File: config.mk
export PLATFORM = sky130hd
export DESIGN_NAME = v_reservation
export DESIGN_NICKNAME = d
export VERILOG_FILES = /design/src/rtl/cray_v_pkg.sv /design/src/rtl/v_resv_slot.sv /design/src/rtl/v_reservation.sv
export SDC_FILE = /design/constraint.sdc
export NUM_CORES = 1
export LEC_CHECK = 0
export CELL_PAD_IN_SITES_DETAIL_PLACEMENT = 0
export CELL_PAD_IN_SITES_GLOBAL_PLACEMENT = 2
export CORE_MARGIN = 1
export CORE_UTILIZATION = 41
export DETAILED_ROUTE_END_ITERATION = 10
export HOLD_SLACK_MARGIN = 0.03
export PLACE_DENSITY = 0.95
export SYNTH_ARGS = -nofsm -noshare
export SYNTH_HDL_FRONTEND = slang
export SYNTH_SLANG_ARGS = --single-unit
File: constraint.sdc
create_clock -name clk -period 6.7 [get_ports clk]
set_clock_uncertainty 0.15 [all_clocks]
set_input_delay 0.67 -clock clk [delete_from_list [all_inputs] [get_ports clk]]
set_output_delay 0.67 -clock clk [all_outputs]
set_load 0.05 [all_outputs]
File: src/rtl/cray_v_pkg.sv
// Shared definitions for the vector reservation logic.
//   - FU encodings (the bit position of each unit in the one-hot FU strobes)
//   - Vector-length constants and derived counter widths
//   - Write-FSM state encoding
//   - eff_len(): maps a raw VL input to the length a reservation actually runs for
package cray_v_pkg;

    localparam int MAXVL  = 64;
    localparam int VL_W   = 7;
    // Counter wide enough to hold MAXVL itself (a length), and an element index 0..MAXVL-1.
    localparam int LEN_W  = $clog2(MAXVL + 1);
    localparam int ELEM_W = $clog2(MAXVL);
    localparam int DLY_W  = 4;

    typedef enum logic [2:0] {
        FU_VLOG   = 3'd0,
        FU_VSHIFT = 3'd1,
        FU_VADD   = 3'd2,
        FU_FP_MUL = 3'd3,
        FU_FP_ADD = 3'd4,
        FU_FP_RA  = 3'd5,
        FU_VPOP   = 3'd6,
        FU_MEM    = 3'd7
    } fu_e;

    typedef enum logic [1:0] {
        WR_IDLE  = 2'd0,
        WR_WAIT  = 2'd1,
        WR_WRITE = 2'd2
    } wr_state_e;

    // VL of zero means a full-length vector; anything past MAXVL is clamped.
    function automatic logic [LEN_W-1:0] eff_len(input logic [VL_W-1:0] vl);
        if (vl == '0 || int'(vl) > MAXVL) begin
            return LEN_W'(MAXVL);
        end
        return LEN_W'(vl);
    endfunction

endpackage

File: src/rtl/v_resv_slot.sv
// One vector register's reservation tracking.
//   Write FSM (IDLE -> WAIT -> WRITE -> IDLE) sequences the result write of the
//   instruction that targets this register; a read counter covers operand reads.
// Ports:
//   clk, rst_n     clock / async active-low reset
//   i_wr_start     write reservation strobe (one cycle at issue)
//   i_rd_start     read reservation strobe (one cycle at issue)
//   i_fu_delay     FU pipeline latency of the issuing instruction
//   i_len          effective vector length (already clamped, 1..MAXVL)
//   o_busy         register reserved by a write or a read (registered)
//   o_chain_n      low only in the element-0 write cycle (registered)
//   o_elem         element index of the current result write, 0 when not writing
module v_resv_slot
    import cray_v_pkg::*;
(
    input  logic              clk,
    input  logic              rst_n,
    input  logic              i_wr_start,
    input  logic              i_rd_start,
    input  logic [DLY_W-1:0]  i_fu_delay,
    input  logic [LEN_W-1:0]  i_len,
    output logic              o_busy,
    output logic              o_chain_n,
    output logic [ELEM_W-1:0] o_elem
);

    wr_state_e         wr_state_q, wr_state_d;
    logic [DLY_W-1:0]  dly_q, dly_d;
    logic [LEN_W-1:0]  len_q, len_d;
    logic [ELEM_W-1:0] elem_q, elem_d;
    logic [LEN_W-1:0]  rd_cnt_q, rd_cnt_d;
    logic              busy_q, busy_d;
    logic              chain_n_q, chain_n_d;
    logic              wr_last;

    // Final element of the write burst: a new write strobe here is a legal restart.
    assign wr_last = (wr_state_q == WR_WRITE) && ({1'b0, elem_q} == (len_q - 1'b1));

    // State register
    always_ff @(posedge clk or negedge rst_n) begin
        if (!rst_n) begin
            wr_state_q <= WR_IDLE;
            dly_q      <= '0;
            len_q      <= '0;
            elem_q     <= '0;
            rd_cnt_q   <= '0;
            busy_q     <= 1'b0;
            chain_n_q  <= 1'b1;
        end else begin
            wr_state_q <= wr_state_d;
            dly_q      <= dly_d;
            len_q      <= len_d;
            elem_q     <= elem_d;
            rd_cnt_q   <= rd_cnt_d;
            busy_q     <= busy_d;
            chain_n_q  <= chain_n_d;
        end
    end

    // Next-state logic
    always_comb begin
        wr_state_d = wr_state_q;
        dly_d      = dly_q;
        len_d      = len_q;
        elem_d     = elem_q;

        unique case (wr_state_q)
            WR_IDLE: begin
            end
            WR_WAIT: begin
                if (dly_q != '0) begin
                    dly_d = dly_q - 1'b1;
                end
                // Counter was loaded with the full delay, so leaving on 1 gives
                // exactly fu_delay WAIT cycles before element 0.
                if (dly_q <= DLY_W'(1)) begin
                    wr_state_d = WR_WRITE;
                    elem_d     = '0;
                end
            end
            WR_WRITE: begin
                if (wr_last) begin
                    wr_state_d = WR_IDLE;
                    elem_d     = '0;
                end else begin
                    elem_d = elem_q + 1'b1;
                end
            end
            default: begin
                wr_state_d = WR_IDLE;
                elem_d     = '0;
            end
        endcase

        // A strobe always wins: normal issue, restart on the last element,
        // or (illegally) overwrite of a live reservation.
        if (i_wr_start) begin
            dly_d      = i_fu_delay;
            len_d      = i_len;
            elem_d     = '0;
            wr_state_d = (i_fu_delay == '0) ? WR_WRITE : WR_WAIT;
        end

        if (i_rd_start) begin
            rd_cnt_d = i_len;
        end else if (rd_cnt_q != '0) begin
            rd_cnt_d = rd_cnt_q - 1'b1;
        end else begin
            rd_cnt_d = '0;
        end
    end

    // Output logic: computed from next state so the outputs are plain flops.
    always_comb begin
        busy_d    = (wr_state_d != WR_IDLE) || (rd_cnt_d != '0);
        chain_n_d = !((wr_state_d == WR_WRITE) && (elem_d == '0));
    end

    assign o_busy    = busy_q;
    assign o_chain_n = chain_n_q;
    assign o_elem    = elem_q;

`ifndef SYNTHESIS
    wr_overwrite_a: assert property (@(posedge clk) disable iff (!rst_n)
        !(i_wr_start && (wr_state_q != WR_IDLE) && !wr_last));
    rd_overwrite_a: assert property (@(posedge clk) disable iff (!rst_n)
        !(i_rd_start && (rd_cnt_q > LEN_W'(1))));
`endif

endmodule

File: src/rtl/v_reservation.sv
// Vector register / functional-unit reservation tracker.
// Consumes the issue strobes of the vector scheduler and reports which
// registers and FUs are reserved, plus the per-register chain slot.
// Ports:
//   clk, rst_n        clock / async active-low reset
//   i_vwrite_start    one-hot Vi write reservation strobe
//   i_vread_start     Vj/Vk read reservation strobes (up to two bits)
//   i_vfu_start       one-hot FU reservation strobe
//   i_fu_delay        FU pipeline latency of the issuing instruction
//   i_vl              vector length, sampled at issue (0 = MAXVL)
//   o_vreg_busy       register reserved
//   o_vreg_chain_n    0 = chain slot open for that register this cycle
//   o_vfu_busy        FU reserved
//   o_vwr_elem        per-register element index of the current result write
module v_reservation
    import cray_v_pkg::*;
#(
    parameter int NREG = 8,
    parameter int NFU  = 8
) (
    input  logic                     clk,
    input  logic                     rst_n,
    input  logic [NREG-1:0]          i_vwrite_start,
    input  logic [NREG-1:0]          i_vread_start,
    input  logic [NFU-1:0]           i_vfu_start,
    input  logic [DLY_W-1:0]         i_fu_delay,
    input  logic [VL_W-1:0]          i_vl,
    output logic [NREG-1:0]          o_vreg_busy,
    output logic [NREG-1:0]          o_vreg_chain_n,
    output logic [NFU-1:0]           o_vfu_busy,
    output logic [NREG*ELEM_W-1:0]   o_vwr_elem
);

    logic [LEN_W-1:0] len;

    assign len = eff_len(i_vl);

    // Per-register write/read reservation
    for (genvar r = 0; r < NREG; r++) begin : g_slot
        v_resv_slot u_slot (
            .clk        (clk),
            .rst_n      (rst_n),
            .i_wr_start (i_vwrite_start[r]),
            .i_rd_start (i_vread_start[r]),
            .i_fu_delay (i_fu_delay),
            .i_len      (len),
            .o_busy     (o_vreg_busy[r]),
            .o_chain_n  (o_vreg_chain_n[r]),
            .o_elem     (o_vwr_elem[r*ELEM_W +: ELEM_W])
        );
    end

    // FU reservation: FUs are fully pipelined, so a unit is held for L cycles.
    logic [NFU-1:0][LEN_W-1:0] fu_cnt_q, fu_cnt_d;
    logic [NFU-1:0]            fu_busy_q, fu_busy_d;

    always_ff @(posedge clk or negedge rst_n) begin
        if (!rst_n) begin
            fu_cnt_q  <= '0;
            fu_busy_q <= '0;
        end else begin
            fu_cnt_q  <= fu_cnt_d;
            fu_busy_q <= fu_busy_d;
        end
    end

    always_comb begin
        fu_cnt_d  = fu_cnt_q;
        fu_busy_d = '0;
        for (int f = 0; f < NFU; f++) begin
            if (i_vfu_start[f]) begin
                fu_cnt_d[f] = len;
            end else if (fu_cnt_q[f] != '0) begin
                fu_cnt_d[f] = fu_cnt_q[f] - 1'b1;
            end
            fu_busy_d[f] = (fu_cnt_d[f] != '0);
        end
    end

    assign o_vfu_busy = fu_busy_q;

`ifndef SYNTHESIS
    for (genvar f = 0; f < NFU; f++) begin : g_fu_chk
        fu_overwrite_a: assert property (@(posedge clk) disable iff (!rst_n)
            !(i_vfu_start[f] && (fu_cnt_q[f] > LEN_W'(1))));
    end
`endif

endmodule

Word level (Yosys, flattened, before mapping)
Index checks and enable logic that the tools add are counted.

word-level totals
  register bits after elaboration = 288
  latch bits = 0
  bits in writable memories = 0
  memory bits (read-only) = 0
  input bits = 37
  memories = 0

cells by class
  $add $sub $neg = 40
  multipliers = 0
  div/mod/pow operators = 0
  $lt $le $gt $ge = 9
  equal/unequal tests = 32
  shift-type cells = 0
  multiplexer cells = 124
  bitwise logic cells = 0
  reductions and logical operators = 123

operator list
  operator                                             count
  2-to-1 mux 7 bit                                     34
  nonzero test 7 bit                                   32
  subtractor 7 x 1 -> 7 bit, second input constant     24
  2-to-1 mux 6 bit                                     24
  case mux 6 bit (3 select lines)                      8
  2-to-1 mux 4 bit                                     24
  == test 6 x 7 -> 1 bit                               8
  2-to-1 mux 2 bit                                     25
  adder 6 x 1 -> 6 bit, second input constant          8
  logical NOT 6 bit                                    8
  case mux 2 bit (3 select lines)                      8
  nonzero test 2 bit                                   24
  == test 2 bit, second input constant                 16
  <= comparator 4 x 1 -> 1 bit, second input constant  8
  nonzero test 4 bit                                   8
  subtractor 4 x 1 -> 4 bit, second input constant     8
  == test 2 x 1 -> 1 bit, second input constant        8
  logical AND 1 bit                                    16
  logical NOT 2 bit                                    8
  AND reduction 2 bit                                  8
  logical OR 1 bit                                     9
  logical NOT 1 bit                                    8
  > comparator 7 bit, second input constant            1
  logical NOT 7 bit                                    1
  other kinds (2)                                      2

Logic depth before layout (Yosys ltp)
Gate-level depths: netlist (run 1).

  depth after elaboration = 9
  mapped depth = 10
  depth with buffers taken out = 9

Cells and area by module
From an unflattened synthesis (run 1), not the netlist that was laid out.

second synthesis, totals
  cell total of the unflattened synthesis = 1781
  area total of the unflattened synthesis = 17105.2 um^2

by module, submodules not included
  module                               times used  cells an instance  area each (um^2)  seq. area each (um^2)
  v_resv_slot at g_slot[0].u_slot ...  6           166                1615.3            701.9
  v_reservation                        1           439                3947.5            1601.5
  v_resv_slot at g_slot[6].u_slot ...  2           173                1732.9            701.9

Least setup slack after synthesis (run 1)
Ideal clock, no wire load.

  path type = flip-flop to flip-flop
  from = reg g_slot[7].u_slot.elem_q[2]
  to = reg g_slot[7].u_slot.busy_q
  setup time = 0.124 ns
  arrival = 2.240 ns
  data required time = 6.426 ns
  slack = 4.187 ns
  cell stages (with the launch flop) = 8
  path buffers = 0
  cells stage by stage = dfrtp_1 > inv_1 > or4b_1 > a311o_1 > o21ai_4 > nand2_4 > nor4_2 > nand2_1

on the way
  cells in the longest elaborated chain, start to end = 7

ends and longest elaborated chain
  what                                line                source
  from (decl)                         v_resv_slot.sv:30   logic [ELEM_W-1:0] elem_q, elem_d;
  from (signal assigned)              v_resv_slot.sv:53   elem_q <= elem_d;
  == test 6 x 7 -> 1 bit              v_resv_slot.sv:37   assign wr_last = (wr_state_q == WR_WRITE) && ({1'b0, elem_q} == (len_q - 1'b1));
  logical AND 1 bit                   v_resv_slot.sv:37
  2-to-1 mux 2 bit                    v_resv_slot.sv:82   if (wr_last) begin
  case mux 2 bit (3 select lines)     v_resv_slot.sv:67   unique case (wr_state_q)
  2-to-1 mux 2 bit                    v_resv_slot.sv:97   if (i_wr_start) begin
  via g_slot[7].u_slot.wr_state_d[1]  v_resv_slot.sv:27   wr_state_e wr_state_q, wr_state_d;
  nonzero test 2 bit                  v_resv_slot.sv:115  busy_d = (wr_state_d != WR_IDLE) || (rd_cnt_d != '0);
  logical OR 1 bit                    v_resv_slot.sv:115
  via g_slot[7].u_slot.busy_d         v_resv_slot.sv:32   logic busy_q, busy_d;
  to (signal assigned)                v_resv_slot.sv:55   busy_q <= busy_d;
  to (decl)                           v_resv_slot.sv:32

The timed path passes the listed nets, and every way through them passes these cells.
A chain may end at the register's enable or synchronous reset.

Final worst setup path (run 1)
  from = in i_fu_delay[2]
  to = reg g_slot[0].u_slot.busy_q

on the way
  cells in the longest elaborated chain, start to end = 5

ends and longest elaborated chain
  what                                line                 source
  from (decl)                         v_reservation.sv:26  input logic [DLY_W-1:0] i_fu_delay,
  logical NOT 4 bit                   v_resv_slot.sv:101   wr_state_d = (i_fu_delay == '0) ? WR_WRITE : WR_WAIT;
  2-to-1 mux 2 bit                    v_resv_slot.sv:101
  2-to-1 mux 2 bit                    v_resv_slot.sv:97
  via g_slot[0].u_slot.wr_state_d[0]  v_resv_slot.sv:27
  nonzero test 2 bit                  v_resv_slot.sv:115
  logical OR 1 bit                    v_resv_slot.sv:115
  via g_slot[0].u_slot.busy_d         v_resv_slot.sv:32
  to (signal assigned)                v_resv_slot.sv:55
  to (decl)                           v_resv_slot.sv:32

The timed path passes the listed nets, and every way through them passes these cells.

==> results of run 1 <==
worst max-delay path: stages:
cell and delay (ns):
clkdlybuf4s50_1 0.76, nor4_2 0.72, o21ai_0 0.25, or4_1 0.42, or4_1 0.46
Yosys cell counts, types with 11 or more instances:
library cell / number
xor2_1: 72
a21oi_1: 66
and3b_1: 11
dfrtp_1: 280
a22o_1: 43
clkbuf_1: 63
nor2b_1: 16
o31ai_1: 31
buf_4: 16
nor4_1: 40
nand3b_1: 22
nand2b_1: 21
buf_2: 13
ha_1: 64
nor3_1: 65
inv_1: 89
nor3b_1: 19
nand2_1: 284
mux2_2: 45
o21ai_0: 138
nor2_1: 101
xnor2_1: 94
nand3_1: 40
where the power goes:
group / total [mW] / leakage [nW] / internal [mW] / switching, mW
combinational: 1.86 / 4.06 / 0.796 / 1.06
sequential: 2.45 / 3.58 / 2.09 / 0.354
clock: 2.02 / 0.626 / 1.28 / 0.740
total: 6.32 / 8.26 / 4.17 / 2.16
per-layer routing:
| layer | track usage | wire [um] | part of all wire |
|---|---|---|---|
| met3 | 0.0321 | 1820 | 0.045 |
| met5 | 0 | 0 | 0 |
| met4 | 0.0470 | 653 | 0.016 |
| met2 | 0.327 | 18700 | 0.46 |
| met1 | 0.279 | 19300 | 0.48 |
final cells by class:
class,instances,area (um^2),area share
inverter,89,334,0.0174
clock inverter,12,160,0.00835
clock buffer,51,1090,0.0567
tap,525,657,0.0342
timing repair buffer,118,1160,0.0605
multi-input combinational,1328,8570,0.447
sequential,288,7220,0.376
final timing paths:
path	slack, ns	end	cells after the start	startpoint
max reg2reg	4.00	g_slot[4].u_slot.o_elem[5]	7	g_slot[4].u_slot.len_q[2]
min in group clk	0.38	g_slot[4].u_slot.rd_cnt_q[0]	1	g_slot[4].u_slot.rd_cnt_q[0]
min reg2reg	0.38	g_slot[4].u_slot.rd_cnt_q[0]	1	g_slot[4].u_slot.rd_cnt_q[0]
max in group asynchronous	4.94	g_slot[4].u_slot.len_q[3]	2	rst_n
min	0.03	g_slot[1].u_slot.o_elem[4]	1	rst_n
max	3.65	g_slot[0].u_slot.o_busy	5	i_fu_delay[2]
registers in the layout, indices dropped and copies added (netlist names):
| name | cells |
|---|---|
| g_slot.u_slot.o_busy | 8 |
| g_slot.u_slot.len_q | 56 |
| g_slot.u_slot.dly_q | 32 |
| g_slot.u_slot.o_chain_n | 8 |
| g_slot.u_slot.wr_state_q | 16 |
| g_slot.u_slot.o_elem | 48 |
| o_vfu_busy | 8 |
| fu_cnt_q | 56 |
| g_slot.u_slot.rd_cnt_q | 56 |
through the flow:
stage	util	std cells	hold slack, ns	setup slack (ns)	area [um^2]
after floorplan	-	1803	0.224	4.19	16500
after global placement	0.451	2348	0.355	3.30	17900
after detailed placement	0.451	2348	0.359	3.11	17900
after CTS	0.483	2411	0.0509	3.65	19200
after global routing	0.483	2411	0.0740	3.50	19200
final	0.483	2411	0.0254	3.65	19200
kinds of logic after synthesis:
group	count (synthesis)
multiplexers	53
adder cells (fa/ha/maj)	64
XOR/XNOR	170
AO/OA/AOI/OAI	357
AND/OR/NAND/NOR	684
buffers and inverters	187
flip-flops	288
==> results.md, run 1 <==
- Clock tree buffer depth: 3
- Drt first-iter violations: approximately 850
- Core area: 39700 um^2
- Post-synth top area cell: dfrtp_1
- Chip width: 203 um
- Largest family of logic cells by synthesized area: simple AND/OR/NAND/NOR gates
- Chip height: 203 um
- Period minus WS final: between 3 and 4 ns
- Setup Fix Bufs, Post-CTS: 0
- Sequential area share after synthesis: 0.436
- Synth Area in XOR/XNOR: 0.0919
- Synthesized area: around 17000 um^2
- Final #Nets: 1961
- Max_cap viols: 0
- Most frequent cells in the layout: nand2_1 (284), dfrtp_1 (280), o21ai_0 (138)
- # IOs: ~110
- Mux contribution to synthesized area: 0.0355
- Slew Viols, Final: 0
- Synth warn: 0
- Outcome: complete, no violations
- Synth area leaders: dfrtp_1 (42%), nand2_1 (6.4%), xnor2_1 (5.0%)
- Compound-Gate Fraction of Synth Area: 0.137
- Total Routing Usage GR: 0.201
- WP data required: roughly 7 ns
- CTS tree: yes
- CTS H-tree depth: 2
- Syn_nets: between 1500 and 2000
- Via density: approximately 5.4
- Clock root cell: clkbuf_16
- Via count: ~13000
- Commonest non-fill, non-tap cell in the layout: nand2_1
- WS Path Type: in2reg
- Peak supply drop: 0.156 mV
- RSZ-0062 raised after global routing: false
- Initial antenna violation count: 0
- Adder-cell share of the synthesized area: 0.0484
- Syn Inst Count: 1803
- Layout cells sized above 1: 0.0817
- Hold Vio Cnt, Final: 0
- Leak: 8.26 nW
- PostCTS Resize Cnt: 0
- Worst slew margin: 0.357
- Hold WC Path Type: in2async
- DR WL/cell: around 17 um
- Worst Path Max Fanout: 10
- Setup-failing EPs final: 0
- TritonCTS Buffers: 35
- Post-synth top area share: 0.424
- Num Clock Sinks: 288
- FMAX: 0.328 GHz
- First-pass detailed-route iteration total: 5
- Synthesis-stage register bit count: about 290
- Crit. End Element: register
- Synthesis-to-finish area growth: 16.0%
- Post-route ant nets: 0
- PwrDens: 330 nW/um^2
- Hold-fix buffers at CTS: 0
- Syn Area/Cell: 9.17 um^2
- Top FF cell, synth: dfrtp_1
- Crit path launch type: primary input
- EDFF count, synth: 0
- Final worst path period share: 0.455
- GP Congestion: approximately 0.83
- TNS Setup: 0 ns
- Port Buffers: approximately 110
- Site row count: between 70 and 80
- Worst-path clk slew: ~0.060 ns
- Die area: 41100 um^2
- Largest net degree at the start of global routing: 88
- Later-pin clock latency in the skew report: between 0.5 and 0.6 ns
- Vias in the first global route: roughly 13000
- Ys async rst share: 1.00
- Slew of the pin with the lowest slew margin: ~0.96 ns
- Count of cell types in the netlist: 64
- GRT overflow: 0
- Fillers: 3731
- Global-route wire length before repair: 67300 um
- Simple-gate portion of the synthesized area: 0.203
- # diodes: 0
- Starting Density: 0.416
- Drc violations: 0
- DPL Wire Length: between 20000 and 30000 um
- Total Routed Length: 40500 um
- Overall power: 6.32 mW
- Worst path arrival time: about 3.3 ns
Note: power is estimated with default switching activity, not from simulation.
==> run 2: changes to the inputs <==
- CORE_UTILIZATION: 41 -> 38
- PLACE_DENSITY: 0.95 -> 0.93
- clock period: 6.7 -> 2.9 ns (I/O delays scaled with it)
==> run 2 against run 1 <==
Net effect: total power grew 130%; global-route usage shrank 1.2 points; count of clock-buffer cells in the layout shrank 1; largest power group unchanged; clock power grew 140%.
==> results.md, run 2 (same netlist as run 1, synthesis figures left out) <==
- DR WL/cell: about 16 um
- Via count: 13100
- Drc violations: 0
- Total Routing Usage GR: 0.189
- Most frequent cells in the layout: nand2_1 (284), dfrtp_1 (280), o21ai_0 (138)
- Outcome: complete, no violations
- Final worst path period share: 0.910
- R2R Setup Slk: between 0.2 and 0.3 ns
- TNS Setup: 0 ns
- PwrDens: between 700 and 800 nW/um^2
- Later-pin clock latency in the skew report: 0.53 ns
- Total Routed Length: roughly 40000 um
- Placed instance area: ~18000 um^2
- Regs by FF count: fu_cnt_q: 56 flops, g_slot.u_slot.len_q: 56 flops, g_slot.u_slot.rd_cnt_q: 56 flops
- Worst-path clk slew: about 0.06 ns
- Via density: ~5.2
- Fillers: 4077
- Worst slew margin: 0.407
- Hold-fix buffers at CTS: 1
- Synthesis-to-finish area growth: 18.2%
- Period minus WS final: roughly 2.6 ns
- Setup-failing EPs final: 0
- CTS H-tree depth: 2
- Site row count: 76
- Core area: ~43000 um^2
- TritonCTS Buffers: 36
- Drt first-iter violations: about 820
- Worst Path Max Fanout: 9
- FMAX: between 0.3 and 0.4 GHz
- Clock root cell: clkbuf_16
- Chip width: ~210 um
- WP data required: between 3 and 4 ns
- Hold Vio Cnt, Final: 0
- Chip height: ~210 um
- PostCTS Resize Cnt: 0
- Vias in the first global route: ~13000
- Crit. End Element: register
- Slew Viols, Final: 0
- Starting Density: 0.385
- Clock tree buffer depth: 3
- GRT overflow: 0
- Largest net degree at the start of global routing: 71
- Worst R2R Path Depth: 7
- Leak: around 8.4 nW
- Post-route ant nets: 0
- Num Clock Sinks: 288
- Hold WC Path Type: in2async
- DPL Wire Length: 28100 um
- Crit path launch type: register
- Layout cells sized above 1: 0.0921
- Initial antenna violation count: 3
- Footprint of the multi-input gates: roughly 8600 um^2
- Register area: 7220 um^2
- Setup Fix Bufs, Post-CTS: 0
- Worst path arrival time: 2.95 ns
- # IOs: 109
- Die area: approximately 44000 um^2
- RSZ-0062 raised after global routing: false
- GP Congestion: just over 0.8
- Final #Nets: around 2000
- Finished Cell Area: approximately 20000 um^2
- Max_cap viols: 0
- RR Startpoint: g_slot[4].u_slot.len_q[2]
- Crit Reg-Reg Endpoint: g_slot[4].u_slot.o_chain_n
- First-pass detailed-route iteration total: 5
- Slew of the pin with the lowest slew margin: about 0.89 ns
- Global-route wire length before repair: 67300 um
- Port Buffers: 108
- WS Path Type: reg2reg
- CTS tree: yes
- Peak supply drop: between 0.3 and 0.4 mV
- Commonest non-fill, non-tap cell in the layout: nand2_1
run 2: worst max-delay path by stage:
stage | startpoint | to | slack (ns) | cells past startpoint
after floorplan | g_slot[7].u_slot.o_elem[2] | g_slot[7].u_slot.o_busy | 0.39 | 7
after global placement | g_slot[7].u_slot.len_q[0] | g_slot[7].u_slot.o_busy | 0.29 | 9
after detailed placement | g_slot[7].u_slot.len_q[0] | g_slot[7].u_slot.o_busy | 0.28 | 9
after CTS | g_slot[7].u_slot.len_q[0] | g_slot[7].u_slot.o_busy | 0.26 | 9
after global routing | g_slot[4].u_slot.len_q[2] | g_slot[4].u_slot.o_chain_n | 0.002 | 7
final | g_slot[4].u_slot.len_q[2] | g_slot[4].u_slot.o_chain_n | 0.26 | 7
run 2: final cells by class:
class,count,share of cell area
sequential,288,0.369
tap,585,0.0375
clock buffer,50,0.0535
multi-input combinational,1328,0.439
clock inverter,12,0.0112
antenna,1,0.000128
inverter,89,0.0171
timing repair buffer,145,0.0718
run 2: routing by layer:
| layer | routed length [um] | GRT usage | vias up |
|---|---|---|---|
| met5 | 22 | 0 | - |
| met4 | 985 | 0.0665 | 4 |
| met3 | 1750 | 0.0284 | 61 |
| met2 | 18800 | 0.300 | 264 |
| met1 | 19500 | 0.261 | 6323 |
| li1 | - | - | 6447 |
run 2: power breakdown:
part | total, mW | switching, mW | internal [mW]
sequential | 5.64 | 0.809 | 4.84
clock | 4.79 | 1.75 | 3.04
combinational | 4.34 | 2.47 | 1.88
run 2: metrics by stage:
stage	hold WS [ns]	total power [mW]	std cells	setup WS [ns]	util
after floorplan	-0.156	8.85	1803	0.387	-
after global placement	0.0968	9.94	2434	0.291	0.425
after detailed placement	0.0975	10.0	2434	0.279	0.425
after CTS	0.118	14.9	2497	0.264	0.455
after global routing	0.154	15.7	2498	0.00221	0.455
final	0.123	14.8	2498	0.262	0.455
run 2: worst max-delay path, cell delays in order (launching register included):
cell	delay, ns
dfrtp_1	0.45
nor3_1	0.49
a21oi_1	0.12
nand4b_1	0.19
o211ai_1	0.23
nor2b_1	0.55
a21o_1	0.21
a221o_1	0.16
==> run 3: changes to the inputs <==
- CELL_PAD_IN_SITES_DETAIL_PLACEMENT: 0 -> not set
- CELL_PAD_IN_SITES_GLOBAL_PLACEMENT: 2 -> not set
- CORE_UTILIZATION: 38 -> 60
- CTS_CLUSTER_SIZE: not set -> 25
==> run 3 against run 2 <==
Net effect: total power is 3.2% lower; setup slack worse by 0.083 ns; global-route usage is 12 points higher; count of clock-buffer cells in the layout is 8 lower; critical endpoint is now g_slot[7].u_slot.o_busy; largest cell class unchanged.
==> results.md, run 3 (same netlist as run 1, synthesis figures left out) <==
- Total Routed Length: around 43000 um
- Switching Fraction: 0.365
- DPL Wire Length: 28500 um
- NetSw: around 5.2 mW
- # IOs: 109
- Via count: 14100
- Slowest library cell on the worst path: or4b_1
- RSZ-0062 raised after global routing: false
- Drc violations: 0
- Peak supply drop: between 0.4 and 0.5 mV
- Crit-path max cell delay: approximately 0.48 ns
- Drt first-iter violations: about 1400
- Via density: about 6.3
- Regs by FF count: fu_cnt_q: 56 flops, g_slot.u_slot.len_q: 56 flops, g_slot.u_slot.rd_cnt_q: 56 flops
- Clock root cell: clkbuf_16
- Met2 Resource Use GR: 0.525
- Placed instance area: 17900 um^2
- Worst Path Max Fanout: 8
- Outcome: complete, no violations
- Most frequent cells in the layout: nand2_1 (284), dfrtp_1 (280), o21ai_0 (138)
- Commonest non-fill, non-tap cell in the layout: nand2_1
- FMAX: about 0.37 GHz
- GR Util met1: 0.377
- Register share of total power: 0.398
- Finished Cell Area: ~19000 um^2
- Routing usage on met3: 0.0548
- Worst-path clk slew: about 0.06 ns
- Chip width: roughly 170 um
- CP top delay family: simple AND/OR/NAND/NOR gates
- Leak: about 8.3 nW
- Setup-failing EPs final: 0
- Total Routing Usage GR: 0.307
- Hold WC Path Type: in2async
- DR WL/cell: 19.1 um
- Final worst path period share: 0.938
- Buf/Inv on CP: 1
- Final #Nets: between 1500 and 2000
- Slew Viols, Final: 0
- Footprint of the multi-input gates: between 8000 and 9000 um^2
- Post-route ant nets: 0
- Later-pin clock latency in the skew report: ~0.56 ns
- Fillers: approximately 1700
- Period minus WS final: roughly 2.7 ns
- Overall power: around 14 mW
- WP data required: roughly 3.2 ns
- TritonCTS Buffers: 30
- Largest net degree at the start of global routing: 91
- Crit path launch type: register
- Port Buffers: 108
- Layout cells sized above 1: 0.0892
- Vias in the first global route: around 14000
- Site row count: 60
- Slew of the pin with the lowest slew margin: approximately 1.1 ns
- Initial antenna violation count: 3
- Starting Density: 0.612
- Comb pwr share: 0.324
- PostCTS Resize Cnt: 0
- Global-route wire length before repair: 71100 um
- Die area: approximately 28000 um^2
- WS Path Type: reg2reg
- Layout Utilization: 0.702
- Worst path cell trace: inv_1 -> ha_1 -> or2b_1 -> or4b_1 -> a311o_1 -> o21ai_4 -> nand2_4 -> nor4_2 -> nand2_1
- Num Clock Sinks: between 200 and 300
- Crit. End Element: register
- PwrDens: between 700 and 800 nW/um^2
- Chip height: 168 um
- Worst path arrival time: roughly 3.0 ns
- CTS tree: yes
- Synthesis-to-finish area growth: 14.7%
- GP Congestion: 0.910
- CTS H-tree depth: 1
- Clock tree buffer depth: 3
- Core area: about 27000 um^2
- GRT busiest layer: met2
- Hold Vio Cnt, Final: 0
- TNS Setup: 0 ns
- Register area: 7220 um^2
- Clock Power Share: 0.278
- Worst slew margin: 0.284
- First-pass detailed-route iteration total: 5
- Max_cap viols: 0
- Internal cell power: 9.09 mW
- GRT overflow: 0
[run 3: cell count changes in the layout (fill, tap and decap cells not counted)]
| cell | change |
|---|---|
| clkbuf_16 | -6 |
| nor2b_2 | +6 |
| nor2b_4 | -6 |
| clkinv_2 | +5 |
| bufinv_16 | -3 |
| clkbuf_1 | -1 |
| clkbuf_8 | -1 |
| clkinv_4 | -1 |
| diode_2 | +1 |
[run 3: timing repair]
action	in CTS	in global routing
setup buffers	0	0
endpoints found under the setup margin	0	0
endpoints found under the hold margin	82	0
hold buffers	1	0
[run 3: worst paths after layout]
kind                                         startpoint  cells after the start                            to  slack, ns
min                                               rst_n                      2    g_slot[0].u_slot.o_elem[4]       0.18
max in group asynchronous                         rst_n                      3    g_slot[2].u_slot.o_chain_n       1.46
min reg2reg                g_slot[1].u_slot.rd_cnt_q[0]                      1  g_slot[1].u_slot.rd_cnt_q[0]       0.40
max reg2reg                   g_slot[7].u_slot.len_q[0]                      9       g_slot[7].u_slot.o_busy       0.18
max                           g_slot[7].u_slot.len_q[0]                      9       g_slot[7].u_slot.o_busy       0.18
min in group clk                      i_vwrite_start[3]                      2     g_slot[3].u_slot.dly_q[1]       0.31
[run 3: stage by stage]
step | hold WS (ns) | setup slack, ns | cells
floorplan | -0.156 | 0.387 | 1803
global placement | 0.205 | 0.275 | 2190
detailed placement | 0.211 | 0.189 | 2190
CTS | 0.220 | 0.190 | 2246
global route | 0.241 | 0.0738 | 2247
finish | 0.184 | 0.179 | 2248
[run 3: layout make-up]
cell class                 count  share of cell area
clock buffer                  42              0.0462
inverter                      89              0.0176
antenna                        2            0.000264
clock inverter                13             0.00765
timing repair buffer         145              0.0740
sequential                   288               0.381
tap                          341              0.0225
multi-input combinational   1328               0.451
[run 3: per-layer routing]
layer  up-vias  share of wire
met5         -              0
met4         0          0.046
met3       176          0.082
met2       700           0.48
met1      6855           0.39
li1       6416              -
[run 3: power groups by stage]
stage               logic, mW  registers [mW]  clock network, mW
global route             5.07            5.79               4.15
detailed placement       4.40            5.69                  0
CTS                      4.56            5.66               4.00
finish                   4.63            5.70               3.98
global placement         4.12            5.64                  0
floorplan                3.15            5.70                  0
